$ cat config.mk
export PLATFORM = sky130hd
export DESIGN_NAME = loop_ctrl
export DESIGN_NICKNAME = d
export VERILOG_FILES = /design/src/rtl/loop_ctrl.sv
export SDC_FILE = /design/constraint.sdc
export NUM_CORES = 1
export LEC_CHECK = 0
export BUFFER_PORTS_ARGS = -buffer_cell sky130_fd_sc_hd__buf_2
export CORE_ASPECT_RATIO = 1.5
export CORE_MARGIN = 2
export CORE_UTILIZATION = 45
export DETAILED_ROUTE_END_ITERATION = 8
export PLACE_DENSITY = 0.66
export SETUP_SLACK_MARGIN = 0.5
export SYNTH_ARGS = -nofsm -noshare
export SYNTH_HDL_FRONTEND = slang
export SYNTH_SLANG_ARGS = --single-unit
$ cat constraint.sdc
create_clock -name clk -period 2.9 [get_ports clk]
set_clock_uncertainty 0.2 [all_clocks]
set_input_delay 0.435 -clock clk [delete_from_list [all_inputs] [get_ports clk]]
set_output_delay 0.435 -clock clk [all_outputs]
set_load 0.01 [all_outputs]
$ cat src/rtl/loop_ctrl.sv
// loop_ctrl: sequencing controller for a counted dataflow loop.
// Accepts an iteration count N and issues the arbiter (choose_right) and demux
// (go_right) control tokens that make one data token circulate N times and
// then exit. A done token follows once the whole sequence has been issued.
//
// Ports:
//   clk, rst_n              clock, asynchronous active-low reset
//   count_in                count token, [CNT_W]=valid, [CNT_W-1:0]=N
//   count_back_stop         stall to the count producer (combinational)
//   choose_right            arbiter token, [1]=valid, [0]=1 entry / 0 feedback
//   choose_right_down_stop  stall from the arbiter control input
//   go_right                demux token, [1]=valid, [0]=1 exit / 0 loop back
//   go_right_down_stop      stall from the demux control input
//   done                    completion token, 2'b11 when valid
//   done_down_stop          stall from the done consumer
//   busy                    high in any state except IDLE
//   iter                    current 1-based iteration, 0 when idle
module loop_ctrl #(
  parameter int unsigned CNT_W = 8
) (
  input  logic             clk,
  input  logic             rst_n,
  input  logic [CNT_W:0]   count_in,
  output logic             count_back_stop,
  output logic [1:0]       choose_right,
  input  logic             choose_right_down_stop,
  output logic [1:0]       go_right,
  input  logic             go_right_down_stop,
  output logic [1:0]       done,
  input  logic             done_down_stop,
  output logic             busy,
  output logic [CNT_W-1:0] iter
);

  localparam logic [1:0] TOK_NONE = 2'b00;
  localparam logic [1:0] TOK_ZERO = 2'b10;
  localparam logic [1:0] TOK_ONE  = 2'b11;

  typedef enum logic [1:0] {
    ST_IDLE,
    ST_ENTER,
    ST_LOOP,
    ST_DONE
  } state_e;

  state_e           state_q, state_d;
  logic [CNT_W-1:0] n_q, n_d;
  logic [CNT_W-1:0] iter_q, iter_d;
  logic [1:0]       choose_q, choose_d;
  logic [1:0]       go_q, go_d;
  logic [1:0]       done_q, done_d;
  logic             ch_sent_q, ch_sent_d;
  logic             go_sent_q, go_sent_d;
  logic             busy_q, busy_d;

  logic             ch_xfer, go_xfer, done_xfer;
  logic             load_set, load_last;

  assign ch_xfer   = choose_q[1] & ~choose_right_down_stop;
  assign go_xfer   = go_q[1] & ~go_right_down_stop;
  assign done_xfer = done_q[1] & ~done_down_stop;

  assign count_back_stop = (state_q != ST_IDLE);

  // Next-state and token sequencing.
  always_comb begin
    state_d   = state_q;
    n_d       = n_q;
    iter_d    = iter_q;
    choose_d  = choose_q;
    go_d      = go_q;
    done_d    = done_q;
    ch_sent_d = ch_sent_q;
    go_sent_d = go_sent_q;
    load_set  = 1'b0;
    load_last = 1'b0;

    case (state_q)
      ST_IDLE: begin
        if (count_in[CNT_W]) begin
          // A zero count still runs one pass so the data token always exits.
          n_d       = (count_in[CNT_W-1:0] == '0) ? CNT_W'(1) : count_in[CNT_W-1:0];
          iter_d    = CNT_W'(1);
          choose_d  = TOK_ONE;
          ch_sent_d = 1'b0;
          go_sent_d = 1'b0;
          state_d   = ST_ENTER;
        end
      end
      ST_ENTER: begin
        if (ch_xfer) begin
          state_d   = ST_LOOP;
          load_set  = 1'b1;
          load_last = (n_q == CNT_W'(1));
        end
      end
      ST_LOOP: begin
        // An iteration completes when every channel has transferred, whether
        // earlier (sent flag) or on this very edge.
        if ((ch_sent_q | ch_xfer) && (go_sent_q | go_xfer)) begin
          if (iter_q != n_q) begin
            iter_d    = iter_q + CNT_W'(1);
            load_set  = 1'b1;
            load_last = ((iter_q + CNT_W'(1)) == n_q);
          end else begin
            choose_d = TOK_NONE;
            go_d     = TOK_NONE;
            done_d   = TOK_ONE;
            state_d  = ST_DONE;
          end
        end else begin
          if (ch_xfer) begin
            choose_d  = TOK_NONE;
            ch_sent_d = 1'b1;
          end
          if (go_xfer) begin
            go_d      = TOK_NONE;
            go_sent_d = 1'b1;
          end
        end
      end
      ST_DONE: begin
        if (done_xfer) begin
          done_d  = TOK_NONE;
          iter_d  = '0;
          state_d = ST_IDLE;
        end
      end
      default: state_d = ST_IDLE;
    endcase

    // The last iteration carries no arbiter token, so its channel starts sent.
    if (load_set) begin
      go_d      = load_last ? TOK_ONE : TOK_ZERO;
      choose_d  = load_last ? TOK_NONE : TOK_ZERO;
      ch_sent_d = load_last;
      go_sent_d = 1'b0;
    end

    busy_d = (state_d != ST_IDLE);
  end

  // State and output registers.
  always_ff @(posedge clk or negedge rst_n) begin
    if (!rst_n) begin
      state_q   <= ST_IDLE;
      n_q       <= '0;
      iter_q    <= '0;
      choose_q  <= TOK_NONE;
      go_q      <= TOK_NONE;
      done_q    <= TOK_NONE;
      ch_sent_q <= 1'b0;
      go_sent_q <= 1'b0;
      busy_q    <= 1'b0;
    end else begin
      state_q   <= state_d;
      n_q       <= n_d;
      iter_q    <= iter_d;
      choose_q  <= choose_d;
      go_q      <= go_d;
      done_q    <= done_d;
      ch_sent_q <= ch_sent_d;
      go_sent_q <= go_sent_d;
      busy_q    <= busy_d;
    end
  end

  assign choose_right = choose_q;
  assign go_right     = go_q;
  assign done         = done_q;
  assign busy         = busy_q;
  assign iter         = iter_q;

endmodule

Word level (Yosys, flattened, before mapping)

Cells that the tools add are included.

$add $sub $neg: 1
Equality and inequality tests: 18
Muxes and demuxes: 45
Bitwise operators: 8
Reduce and logical (&&, ||, !) cells: 17

Operator list:

| kind                                                 | number |
|---|---|
| 2-to-1 mux 8 bit                                     | 5 |
| 2-to-1 mux 2 bit                                     | 18 |
| one-hot mux 8 bit (3 select lines)                   | 1 |
| AND reduction 4 bit                                  | 4 |
| != test 3 bit (second input constant)                | 5 |
| 2-to-1 mux 1 bit                                     | 14 |
| != test 2 bit (second input constant)                | 5 |
| nonzero test 3 bit                                   | 3 |
| adder 8 x 1 -> 8 bit (second input constant)         | 1 |
| equality test 8 x 1 -> 1 bit (second input constant) | 1 |
| equality test 8 bit                                  | 1 |
| zero test 8 bit                                      | 1 |
| != test 4 bit (second input constant)                | 2 |
| != test 8 bit                                        | 1 |
| one-hot mux 1 bit (2 select lines)                   | 4 |
| one-hot mux 2 bit (2 select lines)                   | 2 |
| one-hot mux 2 bit (4 select lines)                   | 1 |
| nonzero test 2 bit                                   | 4 |
| AND reduction 5 bit                                  | 1 |
| equality test 2 bit (second input constant)          | 2 |
| bitwise AND 1 bit                                    | 3 |
| inverter 1 bit                                       | 3 |
| AND reduction 3 bit                                  | 1 |
| equality test 2 x 1 -> 1 bit (second input constant) | 1 |
| 4 further kinds                                      | 5 |

Bits in registers: 27
Input port bits: 14

Logic depth before layout (Yosys ltp)

Gate-level depths: netlist (run 1).

Depth after elaboration: 8
Mapped depth: 9

Worst setup path after synthesis (run 1)

OpenSTA, ideal clock, no wires.

Path kind: reg2reg
Start point: register iter_q[2], in the netlist iter[2]
End point: register iter_q[7], in the netlist iter[7]
Setup time: 121 ps
Arrival time: 2105 ps
Required time: 2579 ps
Path slack: 474 ps
Stages on the path, launching flop included: 10
Path buffers: 3
Clock period less this slack: 2426 ps
Cells stage by stage: dfrtp_1 clkbuf_1 xnor2_1 nand4_1 or4_4 buf_6 and3_2 buf_2 a21o_1 a22o_2

Cells in the longest elaborated chain, start to end: 4

Ends and longest elaborated chain:

| element                            | line | RTL |
|---|---|---|
| start: declaration                 | 48   | `logic [CNT_W-1:0] iter_q, iter_d;` |
| start signal: assignment           | 158  | `iter_q <= iter_d;` |
| adder 8 x 1 -> 8 bit               | 102  | `iter_d = iter_q + CNT_W'(1);` |
| 2-to-1 mux 8 bit                   | 101  | `if (iter_q != n_q) begin` |
| 2-to-1 mux 8 bit                   | 100  | `if ((ch_sent_q \| ch_xfer) && (go_sent_q \| go_xfer)) begin` |
| one-hot mux 8 bit (3 select lines) | 78   | `case (state_q)` |

Parallel ways exist; a longest one is shown, timed or not. The select of a mux whose other input is x is not followed.
A chain may end at the register's enable or synchronous reset.

Worst setup path in the final report (run 1)

Start point: register iter_q[3], in the netlist iter[3]
End point: register iter_q[7], in the netlist iter[7]

The elaborated chain is that of the path after synthesis.

==> impl_results.md, run 1 <==
* Worst min path class: input port to flip-flop
* Most common cell after layout, fill and taps aside: buf_2
* Core Area at 3680 um^2
* First-pass GRT wire length at around 6700 um
* DRT Pass-1 Iters at 4
* CTS tree: built
* FFs w/ async S/R, synth at 100%
* Reg2reg start: iter[3]$_DFFE_PN0P_
* Die X at approximately 55 um
* Clk slew on worst S/H paths at 0.10 ns
* Number of global-route vias before repair at about 1500
* Req. time, crit path at 2.87 ns
* Crit path from: iter[3]$_DFFE_PN0P_
* Initial antenna violation count at 0
* Critical path's slowest cell: or4_4
* Die ar. at 4360 um^2
* Leak pwr at 1.04 nW
* Startpoint Class: flip-flop
* Crit path largest cell delay at ~0.59 ns
* Maximum vdd drop at just under 0.3 mV
* I/O pin count at 30
* Synth unique cells at 52
* EDFF count, synth at 0
* PwrDens at between 200 and 300 nW/um^2
* Max Transition Viols Final at 0
* Cells after Synth at about 180
* Share of layout cells above drive strength 1 at between 30 and 40%
* Number of fill cells in the layout at approximately 320
* Fin crit period at ~2.4 ns
* Clk root buf: clkbuf_8
* Worst Setup End Kind: flip-flop
* Die height at about 80 um
* Worst slack at placement at roughly 0.32 ns
* Max-Cap Viols at 0
* Worst slew margin at roughly three fifths
* Yosys reg bits at 26
* Largest net degree at the start of global routing at 27
* Antenna Cells at 0
* Critical path peak fanout at 6
* CTS max path bufs at 2
* Syn_area_per_cell at between 9 and 10 um^2
* Layout area overhead at 26.0%
* Status: finished, final reports clean
* Worst EP arrival at between 2 and 2.5 ns
* FMAX at roughly 0.42 GHz
* Primary FF master, synth: dfrtp_1
* Number of CTS-inserted buffers at 3
* Syn_nets at about 200
* I/O Buffers at 29
* YS warnings at 0
* H-tree Lvls at 1
* Worst Tran Pin Value at a little over 0.6 ns
* Crit path cell chain: xnor2_2, nand4_1, or4_4, buf_6, and3_4, a21o_1, a22o_2
* Nets at ~250
* Hpwl dp at 3130 um
* Vias at about 1600
* GRT overflow at 0
* RSZ-0062 raised after global routing: true
* Synthesized cell area at around 1700 um^2
* Crit share post-route at between 80 and 90%
* Setup TNS at 0 ns
* Routability congestion estimate at ~0.85
* Skew-Pair Late Insertion Delay at about 0.27 ns
* DRC viols at 0
* Clock sinks at 26
* Worst hold slack at just over 0.2 ns
* Rows at 27
* Crit Path Category: flip-flop to flip-flop
* Setup WS post-layout at between 0.4 and 0.5 ns
* Final setup violation count at 0
* Hold Path Origin: count_in[6]
* Detailed Route WL at around 4600 um
* Initial Util at between 40% and 50%
* DR WL/cell at 17.1 um
* Post-DRT Antenna Nets at 0
* GRT Util Overall at 20.4%
* Initial DRC count at 30
* Highest-count cells in the layout ignoring fill and taps: buf_2 (29), dfrtp_1 (18), buf_4 (18), a21oi_1 (11)
* Seq/Total Area, Yosys at a little under two fifths
* Via density at ~6.0
* Hold Fails Final Rpt at 0
[state kept, by name, indices dropped and copies added (netlist names)]
register      count
iter              8
n_q               8
choose_right      2
go_right          2
state_q           2
busy              1
ch_sent_q         1
done              1
go_sent_q         1
[critical path, delay by kind of cell (launching register included)]
kind	cells	cell delay (ns)
AOI/OAI and AO/OA	2	0.37
xor gates and xnor gates	1	0.18
buffers and inverters	1	0.16
DFF	1	0.48
and+or+nand+nor	3	0.91
[synth_stat cells, types with 2 or more instances]
cell type	n	area (um^2)
dfrtp_1	26	651
a21oi_1	12	60.1
o21ai_0	10	50.1
inv_1	9	33.8
nand2_1	9	33.8
nor2_1	9	33.8
xnor2_1	9	78.8
ha_1	7	87.6
mux2_2	7	78.8
nor3_1	7	35.0
a31oi_1	5	31.3
nand2b_1	5	31.3
and3_1	4	25.0
clkbuf_1	4	15.0
nand3_1	3	15.0
nor2b_1	3	18.8
o22ai_1	3	18.8
o31ai_1	3	22.5
xor2_1	3	26.3
a211o_1	2	17.5
a211oi_1	2	15.0
a21boi_0	2	15.0
a21o_1	2	15.0
a22o_1	2	17.5
buf_2	2	10.0
buf_4	2	15.0
buf_6	2	22.5
mux2i_1	2	20.0
nand4_1	2	12.5
nor4_1	2	12.5
or2b_2	2	17.5
[kinds of logic (layout without fill, tap and decap cells)]
| logic type | Yosys count | after routing | synth area share (%) |
|---|---|---|---|
| AO/OA/AOI/OAI | 53 | 53 | 20.4 |
| multiplexers | 9 | 9 | 5.73 |
| adder cells (fa/ha/maj) | 7 | 7 | 5.08 |
| buffers and inverters | 19 | 61 | 5.58 |
| flip-flops | 26 | 26 | 37.7 |
| AND/OR/NAND/NOR | 56 | 57 | 18.5 |
| XOR/XNOR | 13 | 13 | 7.03 |
[routing by layer]
layer	share of wire, %	wire [um]	track usage (%)	up-vias
li1	-	-	-	754
met2	57	2600	38.0	48
met3	4.0	184	2.06	8
met5	0	0	0	-
met4	1.3	59	5.75	0
met1	38	1750	23.3	798
[worst paths after layout]
kind / endpoint / slack [ns] / depth (start not counted)
worst max-delay path: iter[7]$_DFFE_PN0P_ / 0.50 / 7
worst min-delay path: n_q[6]$_DFFE_PN0P_ / 0.21 / 2
worst max register to register: iter[7]$_DFFE_PN0P_ / 0.50 / 7
worst min register to register: go_right[1]$_DFFE_PN0P_ / 0.31 / 1
max in group asynchronous: n_q[2]$_DFFE_PN0P_ / 1.55 / 2
min in group asynchronous: done[0]$_DFFE_PN0P_ / 0.50 / 2
[power by group]
| group | leakage (nW) | internal, mW | switching (mW) |
|---|---|---|---|
| Combinational | 0.678 | 0.00833 | 0.0123 |
| Sequential | 0.340 | 0.362 | 0 |
| Clock | 0.0216 | 0.0932 | 0.115 |
[through the flow]
step | utilization (%) | area (um^2) | std cells | power, mW
finish | 59.0 | 2170 | 269 | 0.591
CTS | 53.0 | 1950 | 252 | 0.598
detailed placement | 51.2 | 1880 | 247 | 0.390
global route | 59.0 | 2170 | 269 | 0.616
global placement | 51.2 | 1880 | 247 | 0.389
floorplan | - | 1730 | 183 | 0.371
[layout make-up]
type | count | area (um^2) | share of cell area, %
clock buffers | 3 | 41.3 | 1.90
repair buffers | 49 | 302 | 13.9
well taps | 43 | 53.8 | 2.48
inverters | 9 | 33.8 | 1.55
multi-input cells | 139 | 1080 | 49.8
flip-flops and latches | 26 | 661 | 30.4
[repair_timing]
action | CTS | global route
endpoints found under the setup margin | 6 | 12
hold buffers | 1 | 0
pin swaps | 1 | 9
setup buffers | 1 | 16
hold endpoints to repair | 13 | 0
gates cloned | 0 | 1
resized for setup | 3 | 23
No activity file was read; power rests on OpenSTA's default activity.
==> run 2: changes to the inputs <==
Settings changed: PLACE_DENSITY 0.66 to 0.69.
Clock period 2.9 ns to 2.1 ns, I/O delays scaled along.
==> run 2 against run 1 <==
Effect of this change:
- core utilization up 12 points
- register-to-register slack worse by 0.79 ns
- worst hold slack worse by 0.12 ns
- critical path depth down 1
- the run now ends with setup timing left
- combinational power up 49%
- via count up 9.1%
- die area unchanged
- worst setup slack worse by 0.79 ns
- power up 60%
- sequential share of layout area down 5.5 points
- largest power group unchanged
- sequential cell count unchanged
==> impl_results.md, run 2 (synthesis gave the netlist of run 1 again) <==
* Core Util, Final at between 70 and 80%
* Worst EP arrival at between 2 and 2.5 ns
* Initial DRC count at 84
* Hold Path Origin: count_in[4]
* Via density at between 5 and 6
* Psw at ~0.18 mW
* Worst Setup End Kind: flip-flop
* Share of layout cells above drive strength 1 at approximately half
* Nets at around 290
* Die height at 79.8 um
* Final Total Pwr at 0.944 mW
* H-tree Lvls at 1
* Maximum vdd drop at 0.367 mV
* Status: finished with violations
* Placed cell area at roughly 2200 um^2
* Sequential cell fraction of total power at a little over half
* GRT overflow at 0
* Critical path's slowest cell: or4_4
* PwrDens at around 360 nW/um^2
* Most common cell after layout, fill and taps aside: buf_4
* CTS max path bufs at 2
* Crit Path Category: flip-flop to flip-flop
* R2R Path End: busy$_DFF_PN0_
* Number of global-route vias before repair at between 1500 and 2000
* Worst min path class: input port to flip-flop
* Initial antenna violation count at 0
* Max Transition Viols Final at 0
* First-pass GRT wire length at 7980 um
* Post-DRT Antenna Nets at 0
* Crit path largest cell delay at approximately 0.5 ns
* Reg2reg start: iter[2]$_DFFE_PN0P_
* Hold Path End: n_q[4]$_DFFE_PN0P_
* Hold Fails Final Rpt at 0
* Routability congestion estimate at 0.881
* Layout area overhead at 52.0%
* DRT Pass-1 Iters at 4
* WP buf/inv at 0
* Sw frac at approximately a fifth
* Fin crit period at around 2.4 ns
* Largest net degree at the start of global routing at 27
* Worst reg-to-reg setup slack at -0.29 ns
* Clk slew on worst S/H paths at about 0.090 ns
* Failing checks: setup timing
* GRT Util Overall at around a quarter
* Worst Tran Pin Value at between 0.6 and 0.7 ns
* Antenna Cells at 0
* Worst hold stages at 2
* Clk root buf: clkbuf_8
* Die X at approximately 55 um
* Vias at between 1500 and 2000
* Combinational Power Share at between 3 and 4%
* Skew-Pair Late Insertion Delay at ~0.27 ns
* Storage cell area at 652 um^2
* Die ar. at between 4000 and 5000 um^2
* Post-route design area at roughly 2600 um^2
* Startpoint Class: flip-flop
* Crit path cell chain: xnor2_1, nand4_1, or4_4, or3_1, a32oi_1, or2_1
* Crit share post-route at 114%
* Critical path peak fanout at 5
* Detailed Route WL at between 5000 and 6000 um
* Hpwl dp at roughly 3500 um
* Leak pwr at approximately 1.3 nW
* I/O pin count at 30
* Clock share of power at 43.8%
* Highest-count cells in the layout ignoring fill and taps: buf_4 (49), buf_2 (28), dfrtp_1 (25)
* RSZ-0062 raised after global routing: true
* Worst hold slack at 0.0894 ns
* Worst slew margin at 58.7%
* FF-to-FF path depth at 6
* DR WL/cell at roughly 17 um
* Number of fill cells in the layout at 280
* Clock sinks at 26
* Setup WS post-layout at -0.288 ns
* Rows at 27
* Req. time, crit path at 2.11 ns
* Core Area at ~3700 um^2
* Worst slack at placement at -0.240 ns
* Number of CTS-inserted buffers at 3
* Pint at roughly 0.77 mW
* Placed cells at 291
* Max-Cap Viols at 0
* FMAX at about 0.42 GHz
* Non-filler instance count after layout at a little over 300
* Final setup violation count at 16
* WP depth at 6
* I/O Buffers at 29
* CTS tree: built
* Critical path's top delay family: simple AND/OR/NAND/NOR gates
* DRC viols at 0
* Initial Util at a little under half
* Setup TNS at -2.20 ns
* Area used by multi-input combinational logic at roughly 1200 um^2
## run 2: cell types whose count changed in the layout (fill, tap and decap cells not counted), sizes merged
cell | before | now
buf | 48 | 85
bufinv | 0 | 1
and3 | 6 | 5
or4 | 1 | 2
## run 2: what timing repair did
item / 4_1_cts / 5_1_grt
gates cloned: 2 / 0
resized for setup: 31 / 18
buffers inserted: 4 / 5
hold buffers: 1 / 0
setup endpoints to repair: 25 / 26
pin swaps: 18 / 11
hold endpoints to repair: 26 / 0
## run 2: power by group through the flow
stage	Sequential (mW)	Combinational, mW	Clock [mW]
floorplan	0.510	0.00255	0
global placement	0.510	0.0277	0
detailed placement	0.510	0.0279	0
CTS	0.500	0.0305	0.422
global route	0.500	0.0349	0.451
finish	0.500	0.0306	0.414
## run 2: cell type report
class / count / share of cell area, %
Timing Repair Buffer: 86 / 24.0
Inverter: 9 / 1.38
Clock buffer: 3 / 1.57
Multi-Input combinational cell: 139 / 45.0
Tap cell: 43 / 2.05
Clock inverter: 1 / 1.15
Sequential cell: 26 / 24.9
## run 2: per-layer routing
| metal | vias up | track usage, % | share of wire, % |
|---|---|---|---|
| met5 | - | 0 | 0 |
| met4 | 0 | 8.25 | 2.8 |
| li1 | 830 | - | - |
| met3 | 14 | 2.81 | 3.1 |
| met2 | 42 | 44.7 | 56 |
| met1 | 869 | 30.5 | 38 |
## run 2: how the worst max path moves through the flow
stage / startpoint / endpoint / slack [ns]
after global routing: n_q[3]$_DFFE_PN0P_ / busy$_DFF_PN0_ / -0.40
after floorplan: iter[7]$_DFFE_PN0P_ / choose_right[1]$_DFFE_PN0P_ / -0.25
after detailed placement: n_q[7]$_DFFE_PN0P_ / busy$_DFF_PN0_ / -0.24
after global placement: n_q[7]$_DFFE_PN0P_ / busy$_DFF_PN0_ / -0.17
final: iter[2]$_DFFE_PN0P_ / busy$_DFF_PN0_ / -0.29
after CTS: n_q[0]$_DFFE_PN0P_ / busy$_DFF_PN0_ / -0.21
==> run 3: changes to the inputs <==
Settings changed: BUFFER_PORTS_ARGS -buffer_cell sky130_fd_sc_hd__buf_2 to unset, DONT_BUFFER_PORTS set to 1, PLACE_DENSITY 0.69 to unset, SLEW_MARGIN set to 20.
Clock period 2.1 ns to 3 ns, I/O delays scaled along.
==> run 3 against run 2 <==
Effect of this change:
- the flow now finishes without violations
- core utilization is 19 points lower
- register-to-register slack gained 0.85 ns
- design area shrank 27%
- first-iteration DRC count shrank 36%
- critical path type unchanged
- critical path depth unchanged
- critical endpoint unchanged
==> impl_results.md, run 3 (synthesis gave the netlist of run 1 again) <==
* DRT Pass-1 Iters at 4
* Number of global-route vias before repair at between 1000 and 1500
* Die ar. at 4360 um^2
* Hold Path End: n_q[5]$_DFFE_PN0P_
* Reg2reg start: iter[0]$_DFFE_PN0P_
* Worst EP arrival at 2.45 ns
* Worst Tran Pin Value at 0.456 ns
* Maximum vdd drop at ~0.22 mV
* Worst reg-to-reg setup slack at roughly 0.57 ns
* Worst slack at placement at about 0.45 ns
* Antenna Cells at 0
* Hpwl dp at between 3000 and 4000 um
* Clk root buf: clkbuf_8
* Sequential cell fraction of total power at 59.2%
* Post-DRT Antenna Nets at 0
* Routability congestion estimate at roughly 0.76
* Core Area at around 3700 um^2
* Number of CTS-inserted buffers at 3
* Worst min path class: input port to flip-flop
* Most common cell after layout, fill and taps aside: dfrtp_1
* Worst hold slack at roughly 0.12 ns
* PwrDens at 310 nW/um^2
* RSZ-0062 raised after global routing: true
* First-pass GRT wire length at 6510 um
* Critical path's slowest cell: or4_4
* Status: finished, final reports clean
* Initial antenna violation count at 0
* Crit share post-route at 81.1%
* Non-filler instance count after layout at 227
* CTS max path bufs at 2
* Fin crit period at 2.43 ns
* Skew-Pair Late Insertion Delay at between 0.2 and 0.3 ns
* DRC viols at 0
* CTS tree: built
* Share of layout cells above drive strength 1 at between 20% and 30%
* Critical path peak fanout at 8
* Psw at about 0.12 mW
* I/O pin count at 30
* Detailed Route WL at roughly 4100 um
* Startpoint Class: flip-flop
* Clock share of power at about two fifths
* Largest net degree at the start of global routing at 27
* Max-Cap Viols at 0
* Crit path cell chain: xnor2_2, nand4_1, or4_4, or3_1, a32oi_2, or2_1
* Via density at 6.25
* Crit Path Category: flip-flop to flip-flop
* WP buf/inv at 0
* FMAX at a little over 0.4 GHz
* Core Util, Final at approximately half
* Req. time, crit path at 3.02 ns
* Number of fill cells in the layout at 330
* Crit path largest cell delay at roughly 0.59 ns
* Vias at approximately 1400
* Die height at between 70 and 80 um
* FF-to-FF path depth at 6
* Leak pwr at around 0.84 nW
* Max Transition Viols Final at 0
* GRT overflow at 0
* Hold Path Origin: count_in[5]
* I/O Buffers at 0
* H-tree Lvls at 1
* Initial Util at a little under half
* Clk slew on worst S/H paths at approximately 0.090 ns
* GRT Util Overall at between 20% and 30%
* Rows at 27
* Final setup violation count at 0
* Placed cells at roughly 220
* Setup WS post-layout at approximately 0.57 ns
* Worst Setup End Kind: flip-flop
* Initial DRC count at 54
* Worst slew margin at between 60% and 70%
* Storage cell area at around 660 um^2
* Area used by multi-input combinational logic at 1040 um^2
* Highest-count cells in the layout ignoring fill and taps: dfrtp_1 (20), a21oi_1 (12)
* Nets at around 200
* Critical path's top delay family: simple AND/OR/NAND/NOR gates
* Layout area overhead at 10.5%
* Hold Fails Final Rpt at 0
* Worst hold stages at 1
* DR WL/cell at about 18 um
* Pint at 0.472 mW
* Sw frac at roughly 20%
* Combinational Power Share at around 2.2%
* R2R Path End: busy$_DFF_PN0_
* Die X at between 50 and 60 um
* Setup TNS at 0 ns
* Clock sinks at 26
run 3: changes by cell type in the layout (fill, tap and decap cells not counted), sizes merged:
cell    previous run  this run
clkbuf             3         5
bufinv             1         0
or4                2         1
buf               85         5
run 3: layout make-up:
cell class                 count  share of cell area (%)
sequential                    26                    34.5
inverter                       9                    1.77
clock buffer                   4                    2.89
timing repair buffer           7                    3.41
multi-input combinational    138                    54.6
tap                           43                    2.82
run 3: how the worst max path moves through the flow:
stage | to | from | depth (start not counted)
after floorplan | iter[7]$_DFFE_PN0P_ | iter[2]$_DFFE_PN0P_ | 9
after global placement | choose_right[1]$_DFFE_PN0P_ | iter[3]$_DFFE_PN0P_ | 6
after detailed placement | iter[7]$_DFFE_PN0P_ | state_q[1]$_DFF_PN0_ | 8
after CTS | choose_right[1]$_DFFE_PN0P_ | iter[0]$_DFFE_PN0P_ | 6
after global routing | busy$_DFF_PN0_ | iter[0]$_DFFE_PN0P_ | 6
final | busy$_DFF_PN0_ | iter[0]$_DFFE_PN0P_ | 6
run 3: timing repair:
action	4_1_cts	5_1_grt
buffers inserted	0	4
hold buffers	2	0
endpoints found under the hold margin	26	0
cloned	0	0
setup endpoints to repair	2	11
pin swaps	1	3
resized for setup	3	13
run 3: power groups by stage:
stage / clock, mW / combinational [mW] / sequential (mW)
final: 0.229 / 0.0129 / 0.350
after global routing: 0.249 / 0.0150 / 0.350
after CTS: 0.236 / 0.0136 / 0.350
after detailed placement: 0 / 0.00196 / 0.357
after global placement: 0 / 0.00194 / 0.357
after floorplan: 0 / 0.00175 / 0.357
run 3: layer usage:
metal | track usage, % | part of all wire [%]
met5 | 0 | 0
met4 | 11.3 | 3.3
met3 | 3.75 | 4.2
met2 | 33.7 | 55
met1 | 23.2 | 38
run 3: through the flow:
| step | area (um^2) | total power [mW] |
|---|---|---|
| detailed placement | 1720 | 0.359 |
| CTS | 1820 | 0.599 |
| floorplan | 1730 | 0.359 |
| finish | 1910 | 0.592 |
| global placement | 1720 | 0.359 |
| global route | 1910 | 0.615 |
